==> config.mk <==
export PLATFORM = sky130hd
export DESIGN_NAME = mul_div_unit_flat
export DESIGN_NICKNAME = d
export VERILOG_FILES = /design/src/rtl/mul_div_unit_if.sv /design/src/rtl/mul_div_unit.sv /design/src/flat_wrapper.sv
export SDC_FILE = /design/constraint.sdc
export NUM_CORES = 1
export LEC_CHECK = 0
export CAP_MARGIN = 10
export CORE_UTILIZATION = 49
export CTS_BUF_LIST = sky130_fd_sc_hd__clkbuf_4 sky130_fd_sc_hd__clkbuf_8
export CTS_CLUSTER_DIAMETER = 150
export CTS_CLUSTER_SIZE = 16
export DETAILED_ROUTE_END_ITERATION = 7
export GPL_TIMING_DRIVEN = 0
export PLACE_DENSITY_LB_ADDON = 0.08
export SLEW_MARGIN = 40
export SYNTH_ARGS = -nofsm -noshare
export SYNTH_HDL_FRONTEND = slang
export SYNTH_SLANG_ARGS = --single-unit
==> constraint.sdc <==
create_clock -name clk_i -period 3.5 [get_ports clk_i]
set_input_delay 0.7 -clock clk_i [delete_from_list [all_inputs] [get_ports clk_i]]
set_output_delay 0.7 -clock clk_i [all_outputs]
set_load 0.01 [all_outputs]
==> src/rtl/mul_div_unit_if.sv <==
// Request/response bundle for mul_div_unit: one valid/ready channel carrying
// op + operands in, one valid/ready channel carrying the result out.
// master = EX-stage side, slave = mul_div_unit.
interface mul_div_unit_if #(
    parameter int XLEN = 32
);
    logic            in_valid;
    logic            in_ready;
    logic [2:0]      op;
    logic [XLEN-1:0] operand_a;
    logic [XLEN-1:0] operand_b;
    logic            out_valid;
    logic            out_ready;
    logic [XLEN-1:0] result;

    modport master (
        output in_valid, op, operand_a, operand_b, out_ready,
        input  in_ready, out_valid, result
    );

    modport slave (
        input  in_valid, op, operand_a, operand_b, out_ready,
        output in_ready, out_valid, result
    );
endinterface

==> src/rtl/mul_div_unit.sv <==
// Iterative RV32M/RV64M multiply/divide unit.
// Multiply: shift-add over magnitudes, product negated at the end when signs differ.
// Divide: restoring over magnitudes, quotient/remainder sign fixed up at the end.
// Divide-by-zero and signed overflow are resolved at accept and skip the iterations.
// Optional macro MUL_DIV_FAST_MUL_EN: multiplies are computed combinationally at
// accept and complete in one cycle; divides are unchanged.
module mul_div_unit #(
    parameter int XLEN = 32
) (
    input  logic         clk_i,
    input  logic         reset_i,
    input  logic         flush_i,
    mul_div_unit_if.slave bus
);
    localparam int CNT_W = $clog2(XLEN) + 1;

    typedef enum logic [1:0] {S_IDLE, S_BUSY, S_DONE} state_t;

    state_t          state_q;
    logic [CNT_W-1:0] cnt_q;
    logic [2:0]      op_q;
    logic [XLEN-1:0] hi_q;      // product high half / partial remainder
    logic [XLEN-1:0] lo_q;      // multiplier bits (shifted out) / quotient bits (shifted in)
    logic [XLEN-1:0] mag_q;     // multiplicand magnitude / divisor magnitude
    logic            neg_q;     // negate product or quotient
    logic            neg_rem_q; // negate remainder
    logic [XLEN-1:0] result_q;
    logic            in_ready_q;
    logic            out_valid_q;

    function automatic logic [XLEN-1:0] cond_neg(input logic [XLEN-1:0] v, input logic neg);
        return neg ? ('0 - v) : v;
    endfunction

    function automatic logic [2*XLEN-1:0] cond_neg2(input logic [2*XLEN-1:0] v, input logic neg);
        return neg ? ('0 - v) : v;
    endfunction

    // Accept-time decode: operand signedness, magnitudes and special cases
    logic            is_div, a_sgn, b_sgn, neg_a, neg_b, special;
    logic [XLEN-1:0] mag_a, mag_b, special_res;
    always_comb begin
        is_div      = bus.op[2];
        a_sgn       = is_div ? ~bus.op[0] : (bus.op != 3'b011);
        b_sgn       = is_div ? ~bus.op[0] : ~bus.op[1];
        neg_a       = a_sgn & bus.operand_a[XLEN-1];
        neg_b       = b_sgn & bus.operand_b[XLEN-1];
        mag_a       = cond_neg(bus.operand_a, neg_a);
        mag_b       = cond_neg(bus.operand_b, neg_b);
        special     = 1'b0;
        special_res = '0;
        if (is_div && (bus.operand_b == '0)) begin
            special     = 1'b1;
            special_res = bus.op[1] ? bus.operand_a : '1;
        end else if (is_div && !bus.op[0] &&
                     (bus.operand_a == {1'b1, {(XLEN-1){1'b0}}}) &&
                     (bus.operand_b == '1)) begin
            special     = 1'b1;
            special_res = bus.op[1] ? '0 : bus.operand_a;
        end
    end

`ifdef MUL_DIV_FAST_MUL_EN
    // Single-cycle signed/unsigned product of sign- or zero-extended operands
    logic signed [XLEN:0]     fast_a, fast_b;
    logic signed [2*XLEN+1:0] fast_prod;
    logic [XLEN-1:0]          fast_res;
    always_comb begin
        fast_a    = {neg_a, bus.operand_a};
        fast_b    = {neg_b, bus.operand_b};
        fast_prod = (2*XLEN+2)'(fast_a) * (2*XLEN+2)'(fast_b);
        fast_res  = (bus.op == 3'b000) ? fast_prod[XLEN-1:0] : fast_prod[2*XLEN-1:XLEN];
    end
`endif

    // One shift-add or restoring-subtract step, plus the sign fix-up for the final write
    logic [XLEN:0]     mul_sum, div_shift, div_trial;
    logic [XLEN-1:0]   iter_hi, iter_lo, final_res;
    logic [2*XLEN-1:0] mul_full;
    always_comb begin
        mul_sum   = {1'b0, hi_q} + (lo_q[0] ? {1'b0, mag_q} : '0);
        div_shift = {hi_q, lo_q[XLEN-1]};
        div_trial = div_shift - {1'b0, mag_q};
        if (op_q[2]) begin
            if (!div_trial[XLEN]) begin
                iter_hi = div_trial[XLEN-1:0];
                iter_lo = {lo_q[XLEN-2:0], 1'b1};
            end else begin
                iter_hi = div_shift[XLEN-1:0];
                iter_lo = {lo_q[XLEN-2:0], 1'b0};
            end
        end else begin
            iter_hi = mul_sum[XLEN:1];
            iter_lo = {mul_sum[0], lo_q[XLEN-1:1]};
        end
        mul_full = cond_neg2({hi_q, lo_q}, neg_q);
        if (op_q[2]) begin
            final_res = op_q[1] ? cond_neg(hi_q, neg_rem_q) : cond_neg(lo_q, neg_q);
        end else begin
            final_res = (op_q == 3'b000) ? mul_full[XLEN-1:0] : mul_full[2*XLEN-1:XLEN];
        end
    end

    // Control FSM and datapath state; reset beats flush, flush beats every handshake
    always_ff @(posedge clk_i) begin
        if (reset_i) begin
            state_q     <= S_IDLE;
            cnt_q       <= '0;
            op_q        <= '0;
            hi_q        <= '0;
            lo_q        <= '0;
            mag_q       <= '0;
            neg_q       <= 1'b0;
            neg_rem_q   <= 1'b0;
            result_q    <= '0;
            in_ready_q  <= 1'b1;
            out_valid_q <= 1'b0;
        end else if (flush_i) begin
            state_q     <= S_IDLE;
            in_ready_q  <= 1'b1;
            out_valid_q <= 1'b0;
        end else begin
            case (state_q)
                S_IDLE: begin
                    if (bus.in_valid && in_ready_q) begin
                        op_q       <= bus.op;
                        neg_q      <= neg_a ^ neg_b;
                        neg_rem_q  <= neg_a;
                        hi_q       <= '0;
                        in_ready_q <= 1'b0;
                        if (special) begin
                            result_q    <= special_res;
                            state_q     <= S_DONE;
                            out_valid_q <= 1'b1;
`ifdef MUL_DIV_FAST_MUL_EN
                        end else if (!is_div) begin
                            result_q    <= fast_res;
                            state_q     <= S_DONE;
                            out_valid_q <= 1'b1;
`endif
                        end else begin
                            state_q <= S_BUSY;
                            cnt_q   <= CNT_W'(XLEN);
                            lo_q    <= is_div ? mag_a : mag_b;
                            mag_q   <= is_div ? mag_b : mag_a;
                        end
                    end
                end
                S_BUSY: begin
                    if (cnt_q != '0) begin
                        cnt_q <= cnt_q - 1'b1;
                        hi_q  <= iter_hi;
                        lo_q  <= iter_lo;
                    end else begin
                        result_q    <= final_res;
                        state_q     <= S_DONE;
                        out_valid_q <= 1'b1;
                    end
                end
                S_DONE: begin
                    if (bus.out_ready) begin
                        state_q     <= S_IDLE;
                        out_valid_q <= 1'b0;
                        in_ready_q  <= 1'b1;
                    end
                end
                default: state_q <= S_IDLE;
            endcase
        end
    end

    assign bus.in_ready  = in_ready_q;
    assign bus.out_valid = out_valid_q;
    assign bus.result    = result_q;
endmodule

==> src/flat_wrapper.sv <==
// flat-port wrapper written by rule: the top's interface ports become plain ports
module mul_div_unit_flat 
#(
    parameter int XLEN = 32
)
  (clk_i, reset_i, flush_i, bus_in_valid, bus_op, bus_operand_a, bus_operand_b, bus_out_ready, bus_in_ready, bus_out_valid, bus_result);
  mul_div_unit_if #(.XLEN(XLEN)) bus_i ();
  input  logic clk_i;
  input  logic reset_i;
  input  logic flush_i;
  input wire logic [$bits(bus_i.in_valid)-1:0] bus_in_valid;
  input wire logic [$bits(bus_i.op)-1:0] bus_op;
  input wire logic [$bits(bus_i.operand_a)-1:0] bus_operand_a;
  input wire logic [$bits(bus_i.operand_b)-1:0] bus_operand_b;
  input wire logic [$bits(bus_i.out_ready)-1:0] bus_out_ready;
  output wire logic [$bits(bus_i.in_ready)-1:0] bus_in_ready;
  output wire logic [$bits(bus_i.out_valid)-1:0] bus_out_valid;
  output wire logic [$bits(bus_i.result)-1:0] bus_result;
  assign bus_i.in_valid = bus_in_valid;
  assign bus_i.op = bus_op;
  assign bus_i.operand_a = bus_operand_a;
  assign bus_i.operand_b = bus_operand_b;
  assign bus_i.out_ready = bus_out_ready;
  assign bus_in_ready = bus_i.in_ready;
  assign bus_out_valid = bus_i.out_valid;
  assign bus_result = bus_i.result;
  mul_div_unit #(.XLEN(XLEN)) u_core (.clk_i(clk_i), .reset_i(reset_i), .flush_i(flush_i), .bus(bus_i));
endmodule
==> insert_results.sql, run 1 <==
INSERT INTO impl_metrics (metric_group, metric, value, unit) VALUES
('sta', 'tightest_slew', '853', 'ps'),
('sta', 'setup_violations', '0', ''),
('yosys', 'yosys_warnings', '0', ''),
('clocking', 'cts-root-to-sink-buffers', '2', ''),
('critical_path', 'r2r_end', 'u_core.bus.result[14]$_SDFFE_PP0P_', ''),
('cells_and_area', 'regArea', '2890', 'sq um'),
('sta', 'max_freq', '286', 'MHz'),
('detailed_routing', 'drt_pass1_iterations', '8', ''),
('yosys', 'postSynthCellCount', '2091', ''),
('cells_and_area', 'fill_cell_count', '2834', ''),
('pwr', 'p_int', '3.16', 'mW'),
('yosys', 'number_of_synthesized_register_bits', '143', ''),
('global_routing', 'grt_overflow', '0', ''),
('place', 'hpwlAfterDp', '54.6', 'mm'),
('sta', 'setup-tns-final', '0', 'ps'),
('worst_hold_path', 'holdCritPathClass', 'flip-flop to flip-flop', ''),
('pwr', 'total_switching_power', '2.17', 'mW'),
('place', 'globalplace.congestion', '1.06', ''),
('global_routing', 'pin_count_of_the_biggest_net_entering_global_routing', '17', ''),
('worst_hold_path', 'worst_hold_end', 'u_core.mag_q[25]$_SDFFE_PP0P_', ''),
('global_routing', 'first_global_vias', '16152', ''),
('clocking', 'htree_num_levels', '4', ''),
('sta', 'hold_violations', '0', ''),
('critical_path', 'start_kind', 'flip-flop', ''),
('sta', 'holdWs', '456', 'ps'),
('clocking', 'cts_tree', 'built', ''),
('cells_and_area', 'mostFrequentLayoutCells', '230 x sky130_fd_sc_hd__nand2_1, 219 x sky130_fd_sc_hd__nor2_1, 184 x sky130_fd_sc_hd__a21oi_1', ''),
('place', 'detailedPlace.worstSlack', '-1210', 'ps'),
('global_routing', 'grtUsageTotal', '43.5', '%'),
('sta', 'setup_repair_after_global_routing_missed_its_margin', 'yes', ''),
('cells_and_area', 'n_antenna_cell', '0', ''),
('run', 'maxCapViolations', '0', ''),
('die', 'starting_density_of_the_core', '49.9', '%'),
('sta', 'maxSlewHeadroom', '43.1', '%'),
('cells_and_area', 'multi_input_area', '11700', 'sq um'),
('die', 'total_die_area', '31100', 'sq um'),
('run_status', 'status', 'finished clean', ''),
('yosys', 'ys_seq_area_share', '19.2', '%'),
('yosys', 'synth_nets', '2235', ''),
('clocking', 'clk_pin_slew_worst_paths', '90', 'ps'),
('detailed_routing', 'avgRoutedWirePerCell', '26.1', 'um'),
('critical_path', 'reg2reg_setup_slack', '1', 'ps'),
('sta', 'clock_skew', '21.1', 'ps'),
('critical_path', 'worst-endpoint-arrival', '3830', 'ps'),
('clocking', 'cts.root.buffer_cell', 'sky130_fd_sc_hd__clkbuf_8', ''),
('sta', 'timing.final.max_slew_violations', '0', ''),
('clocking', 'worst_skew_pair.late_latency', '490', 'ps'),
('pwr', 'p_comb_share', '38.2', '%'),
('detailed_routing', 'via_per_inst', '6.72', ''),
('yosys', 'mean_instance_size_in_the_synthesized_netlist', '7.12', 'sq um'),
('die', 'die_height', '176', 'um'),
('clocking', 'tritoncts_num_sinks', '143', ''),
('die', 'placeableCoreArea', '29800', 'sq um'),
('cells_and_area', 'commonest_non_fill_non_tap_cell_in_the_layout', 'sky130_fd_sc_hd__nand2_1', ''),
('yosys', 'yosys_most_used_dff', 'sky130_fd_sc_hd__dfxtp_1', ''),
('critical_path', 'cp-end-kind', 'flip-flop', ''),
('detailed_routing', 'ant_nets', '0', ''),
('yosys', 'synth.cell_area', '14900', 'sq um'),
('detailed_routing', 'route.detailed.drc', '0', ''),
('detailed_routing', 'drtIter0Drc', '2021', ''),
('die', 'boundaryPins', '106', ''),
('detailed_routing', 'wl', '68.9', 'mm'),
('cells_and_area', 'layout-drive-gt1-share', '10.9', '%'),
('global_routing', 'wire_length_of_the_first_global_routing_pass', '100', 'mm'),
('sta', 'finalCriticalPeriod', '3500', 'ps'),
('cells_and_area', 'synthesis_to_layout_area_growth', '19.2', '%'),
('pwr', 'max-vdd-ir-drop', '0.000273', 'V'),
('pwr', 'net_sw_share', '40.6', '%'),
('sta', 'period_share', '100', '%'),
('place', 'io_buffers', '103', ''),
('critical_path', 'rr_worst_depth', '7', '');
## state kept, by name (all words and copies together) (netlist names), 2 cells and up
signal	flops
u_core.bus.result	32
u_core.hi_q	32
u_core.lo_q	32
u_core.mag_q	32
u_core.cnt_q	6
u_core.op_q	3
u_core.state_q	2
## worst max-delay path by stage
stage,startpoint,end,slack [ps]
6_report,u_core.neg_q$_SDFFE_PP0P_,u_core.bus.result[14]$_SDFFE_PP0P_,1
5_1_grt,u_core.lo_q[0]$_SDFFE_PP0P_,u_core.hi_q[24]$_SDFFE_PP0P_,-50
4_1_cts,u_core.hi_q[6]$_SDFFE_PP0P_,u_core.bus.result[18]$_SDFFE_PP0P_,-9
3_5_place_dp,bus_operand_b[6],u_core.lo_q[31]$_SDFFE_PP0P_,-1210
3_3_place_gp,bus_operand_b[6],u_core.lo_q[15]$_SDFFE_PP0P_,-1190
2_1_floorplan,u_core.lo_q[0]$_SDFFE_PP0P_,u_core.hi_q[28]$_SDFFE_PP0P_,20
## Yosys cell counts (13+ instances only)
library cell	number	area, sq um
sky130_fd_sc_hd__a211oi_1	42	315
sky130_fd_sc_hd__a21o_1	29	218
sky130_fd_sc_hd__a21oi_1	197	986
sky130_fd_sc_hd__a22oi_1	18	135
sky130_fd_sc_hd__a31oi_1	17	106
sky130_fd_sc_hd__buf_1	13	48.8
sky130_fd_sc_hd__buf_2	23	115
sky130_fd_sc_hd__clkbuf_1	110	413
sky130_fd_sc_hd__dfxtp_1	143	2860
sky130_fd_sc_hd__ha_1	70	876
sky130_fd_sc_hd__inv_1	66	248
sky130_fd_sc_hd__mux2i_1	82	821
sky130_fd_sc_hd__nand2_1	230	863
sky130_fd_sc_hd__nand2b_1	21	131
sky130_fd_sc_hd__nand3_1	35	175
sky130_fd_sc_hd__nand4_1	24	150
sky130_fd_sc_hd__nor2_1	222	833
sky130_fd_sc_hd__nor3_1	48	240
sky130_fd_sc_hd__nor4_1	22	138
sky130_fd_sc_hd__o211ai_1	24	180
sky130_fd_sc_hd__o21ai_0	128	641
sky130_fd_sc_hd__o21ai_1	19	95.1
sky130_fd_sc_hd__o22ai_1	23	144
sky130_fd_sc_hd__o31ai_1	34	255
sky130_fd_sc_hd__or3_1	27	169
sky130_fd_sc_hd__xnor2_1	95	832
sky130_fd_sc_hd__xor2_1	105	920
## power by group through the flow
stage / logic (mW) / clock network [mW] / registers, mW
floorplan: 1.16 / 0 / 1.78
global placement: 1.82 / 0 / 1.81
detailed placement: 1.84 / 0 / 1.81
CTS: 1.90 / 1.49 / 1.77
global route: 2.13 / 1.55 / 1.79
finish: 2.04 / 1.51 / 1.78
## critical path, stage by stage, from the launching register on
cell                       delay (ps)
sky130_fd_sc_hd__dfxtp_1          440
sky130_fd_sc_hd__clkbuf_1         540
sky130_fd_sc_hd__clkbuf_1         570
sky130_fd_sc_hd__buf_1            650
sky130_fd_sc_hd__o21ai_0          260
sky130_fd_sc_hd__xnor2_1          190
sky130_fd_sc_hd__o21ai_1          530
sky130_fd_sc_hd__a211oi_1         170
## metrics by stage
step | cells | area [sq um] | util, %
6_report | 2637 | 17700 | 59.6
5_1_grt | 2637 | 17700 | 59.6
4_1_cts | 2627 | 17200 | 57.8
3_5_place_dp | 2588 | 16400 | 55.2
3_3_place_gp | 2584 | 16400 | 55.0
2_1_floorplan | 2091 | 14900 | -
## kinds of logic after synthesis
| family | after synthesis | share of synthesized area, % |
|---|---|---|
| and+or+nand+nor | 720 | 22.9 |
| AOI/OAI and AO/OA | 651 | 28.2 |
| buffers and inverters | 216 | 5.74 |
| xor gates and xnor gates | 200 | 11.8 |
| DFF | 143 | 19.2 |
| muxes | 89 | 6.05 |
| adders and majority gates | 72 | 6.15 |
## repair_timing
action,4_1_cts,5_1_grt
pin swaps,10,27
setup buffers,11,11
setup endpoints to repair,131,110
gates resized for setup,93,118
cloned,1,1
endpoints found under the hold margin,0,0
## cell type report
class | instances | share of cell area (%)
multi-input cells | 1732 | 66.1
clock buffers | 19 | 1.47
well taps | 390 | 2.75
plain buffers | 143 | 4.00
repair buffers | 131 | 7.06
clock inverters | 12 | 0.881
inverters | 67 | 1.43
flip-flops and latches | 143 | 16.3
## routing by layer
metal | GRT usage [%] | share of wire, % | routed length [um] | vias to the layer above
li1 | - | - | - | 7889
met1 | 55.1 | 39 | 27000 | 8355
met2 | 65.4 | 42 | 28900 | 1203
met3 | 11.1 | 12 | 8030 | 257
met4 | 27.9 | 7.1 | 4920 | 4
met5 | 0 | 0.036 | 25 | -
Note: power is estimated with default switching activity, not from simulation.
==> run 2: changes to the inputs <==
--- a/config.mk
+++ b/config.mk
@@ -13,7 +13,6 @@
 export DETAILED_ROUTE_END_ITERATION = 7
 export GPL_TIMING_DRIVEN = 0
 export PLACE_DENSITY_LB_ADDON = 0.08
-export SLEW_MARGIN = 40
 export SYNTH_ARGS = -nofsm -noshare
 export SYNTH_HDL_FRONTEND = slang
 export SYNTH_SLANG_ARGS = --single-unit
==> run 2 against run 1 <==
  * The flow now finishes with violations (design-rule violations, negative setup slack)
  * Combinational power up 2%
  * Global-route usage up 0.50 points
  * Cell area up 1.2%
  * Sequential share of layout area down 0.13 points
  * Critical endpoint is now u_core.bus.result[2]$_SDFFE_PP0P_
  * Highest routed layer unchanged
==> insert_results.sql, run 2 (same netlist as run 1, synthesis figures left out) <==
INSERT INTO impl_metrics (metric_group, metric, value, unit) VALUES
('place', 'io_buffers', '103', ''),
('die', 'placeableCoreArea', '29800', 'sq um'),
('run_status', 'failed_checks', 'design-rule violations, negative setup slack', ''),
('detailed_routing', 'route.detailed.drc', '1', ''),
('detailed_routing', 'drt_pass1_iterations', '8', ''),
('global_routing', 'grt_overflow', '0', ''),
('sta', 'clock_skew', '22.7', 'ps'),
('critical_path', 'worstPathRequired', '3840', 'ps'),
('cells_and_area', 'multi_input_area', '11800', 'sq um'),
('place', 'placed_area', '16400', 'sq um'),
('pwr', 'max-vdd-ir-drop', '0.000285', 'V'),
('clocking', 'numCtsBuffers', '17', ''),
('critical_path', 'cp-end-kind', 'flip-flop', ''),
('cells_and_area', 'layout-drive-gt1-share', '11.9', '%'),
('worst_hold_path', 'holdCritPathClass', 'flip-flop to flip-flop', ''),
('sta', 'max_freq', '281', 'MHz'),
('pwr', 'power_per_cell_area', '297', 'nW/um^2'),
('pwr', 'finalPower', '5.34', 'mW'),
('sta', 'period_share', '102', '%'),
('critical_path', 'worst-endpoint-arrival', '3900', 'ps'),
('cells_and_area', 'mostFrequentLayoutCells', '227 x sky130_fd_sc_hd__nand2_1, 218 x sky130_fd_sc_hd__nor2_1, 186 x sky130_fd_sc_hd__a21oi_1', ''),
('place', 'numPlacedInstances', '2586', ''),
('place', 'detailedPlace.worstSlack', '-1230', 'ps'),
('cells_and_area', 'design_area', '18000', 'sq um'),
('place', 'globalplace.congestion', '1.06', ''),
('cells_and_area', 'synthesis_to_layout_area_growth', '20.7', '%'),
('clocking', 'htree_num_levels', '4', ''),
('detailed_routing', 'ant_nets', '0', ''),
('sta', 'finalCriticalPeriod', '3560', 'ps'),
('global_routing', 'grtUsageTotal', '44.0', '%'),
('detailed_routing', 'via_per_inst', '6.71', ''),
('cells_and_area', 'commonest_non_fill_non_tap_cell_in_the_layout', 'sky130_fd_sc_hd__nand2_1', ''),
('die', 'floorplan.rows', '63', ''),
('cells_and_area', 'post-route-util', '60.3', '%'),
('sta', 'hold_violations', '0', ''),
('sta', 'post-route-worst-setup-slack', '-59.3', 'ps'),
('sta', 'setup_violations', '3', ''),
('clocking', 'cts_tree', 'built', ''),
('critical_path', 'start_kind', 'flip-flop', ''),
('die', 'die_w', '176', 'um'),
('clocking', 'worst_skew_pair.late_latency', '500', 'ps'),
('die', 'total_die_area', '31100', 'sq um'),
('cells_and_area', 'fill_cell_count', '2804', ''),
('sta', 'timing.final.max_slew_violations', '0', ''),
('die', 'die_height', '176', 'um'),
('clocking', 'cts.root.buffer_cell', 'sky130_fd_sc_hd__clkbuf_8', ''),
('die', 'boundaryPins', '106', ''),
('critical_path', 'worstPathMaxFanout', '10', ''),
('critical_path', 'timing_worst_setup_path_type', 'flip-flop to flip-flop', ''),
('pwr', 'total_leakage_power', '6.78', 'nW'),
('clocking', 'cts-root-to-sink-buffers', '2', ''),
('clocking', 'tritoncts_num_sinks', '143', ''),
('global_routing', 'grt_antenna_before_repair', '4', ''),
('sta', 'holdWs', '458', 'ps'),
('sta', 'tightest_slew', '1150', 'ps'),
('clocking', 'clk_pin_slew_worst_paths', '90', 'ps'),
('sta', 'setup-tns-final', '-66.1', 'ps'),
('detailed_routing', 'drtIter0Drc', '2267', ''),
('clocking', 'holdBufCountCts', '0', ''),
('detailed_routing', 'avgRoutedWirePerCell', '26.2', 'um'),
('global_routing', 'wire_length_of_the_first_global_routing_pass', '101', 'mm'),
('run', 'maxCapViolations', '0', ''),
('global_routing', 'pin_count_of_the_biggest_net_entering_global_routing', '17', ''),
('sta', 'setup_repair_after_global_routing_missed_its_margin', 'yes', ''),
('die', 'starting_density_of_the_core', '49.9', '%'),
('run_status', 'status', 'complete, but fails checks', ''),
('global_routing', 'first_global_vias', '16408', ''),
('place', 'hpwlAfterDp', '54.7', 'mm'),
('sta', 'maxSlewHeadroom', '23.2', '%'),
('detailed_routing', 'wl', '69.6', 'mm'),
('cells_and_area', 'design.final.nets', '2393', ''),
('cells_and_area', 'regArea', '2900', 'sq um'),
('cells_and_area', 'fin_cells', '2653', ''),
('detailed_routing', 'vias', '17810', '');
-- run 2: cell count changes in the layout (fill, tap and decap cells not counted), sizes merged --
| cell | change |
|---|---|
| clkbuf | -2 |
| dlygate4sd2 | +2 |
| inv | +1 |
| clkdlybuf4s15 | -1 |
| bufinv | -1 |
| clkinvlp | +3 |
| buf | +14 |
| clkinv | -1 |
| diode | +1 |
-- run 2: timing repair --
action,CTS,global route
pin swaps,17,31
endpoints found under the setup margin,130,92
cloned,0,0
resized for setup,98,131
setup buffers,18,24
-- run 2: layer usage --
| metal | vias up | track usage (%) | share of wire (%) |
|---|---|---|---|
| met5 | - | 0 | 0.011 |
| met4 | 2 | 30.5 | 7.6 |
| met3 | 305 | 11.5 | 12 |
| met2 | 1193 | 65.6 | 42 |
| met1 | 8380 | 55.2 | 38 |
| li1 | 7930 | - | - |
-- run 2: path summary, 6_finish.rpt --
check / cells after the start / end / from / slack (ps)
setup / recovery: 9 / u_core.bus.result[2]$_SDFFE_PP0P_ / u_core.state_q[0]$_SDFFE_PP0P_ / -60
setup reg to reg: 9 / u_core.bus.result[2]$_SDFFE_PP0P_ / u_core.state_q[0]$_SDFFE_PP0P_ / -60
hold reg to reg: 2 / u_core.mag_q[28]$_SDFFE_PP0P_ / u_core.mag_q[28]$_SDFFE_PP0P_ / 460
hold / removal: 2 / u_core.mag_q[28]$_SDFFE_PP0P_ / u_core.mag_q[28]$_SDFFE_PP0P_ / 460
-- run 2: where the power goes --
| part | leakage (nW) | total, mW | switching (mW) | internal (mW) |
|---|---|---|---|---|
| logic | 5.40 | 2.09 | 1.34 | 0.754 |
| clock network | 0.200 | 1.46 | 0.798 | 0.665 |
| registers | 1.17 | 1.78 | 0.0858 | 1.70 |
| total | 6.78 | 5.34 | 2.22 | 3.12 |
-- run 2: layout make-up --
cell class	count	area share, %
plain buffers	141	3.91
clock inverters	14	0.864
clock buffers	18	1.38
multi-input cells	1732	65.9
diodes	1	0.0139
repair buffers	147	7.62
well taps	390	2.72
flip-flops and latches	143	16.1
inverters	67	1.42
-- run 2: critical path, stage by stage, from the launching register on --
cell and delay [ps]:
sky130_fd_sc_hd__dfxtp_1 320, sky130_fd_sc_hd__clkbuf_1 250, sky130_fd_sc_hd__inv_1 170, sky130_fd_sc_hd__nor2_1 890
sky130_fd_sc_hd__clkbuf_1 640, sky130_fd_sc_hd__o21ai_0 190, sky130_fd_sc_hd__a221oi_1 600, sky130_fd_sc_hd__o21ai_1 170
sky130_fd_sc_hd__o21ai_1 110, sky130_fd_sc_hd__nor2_1 50
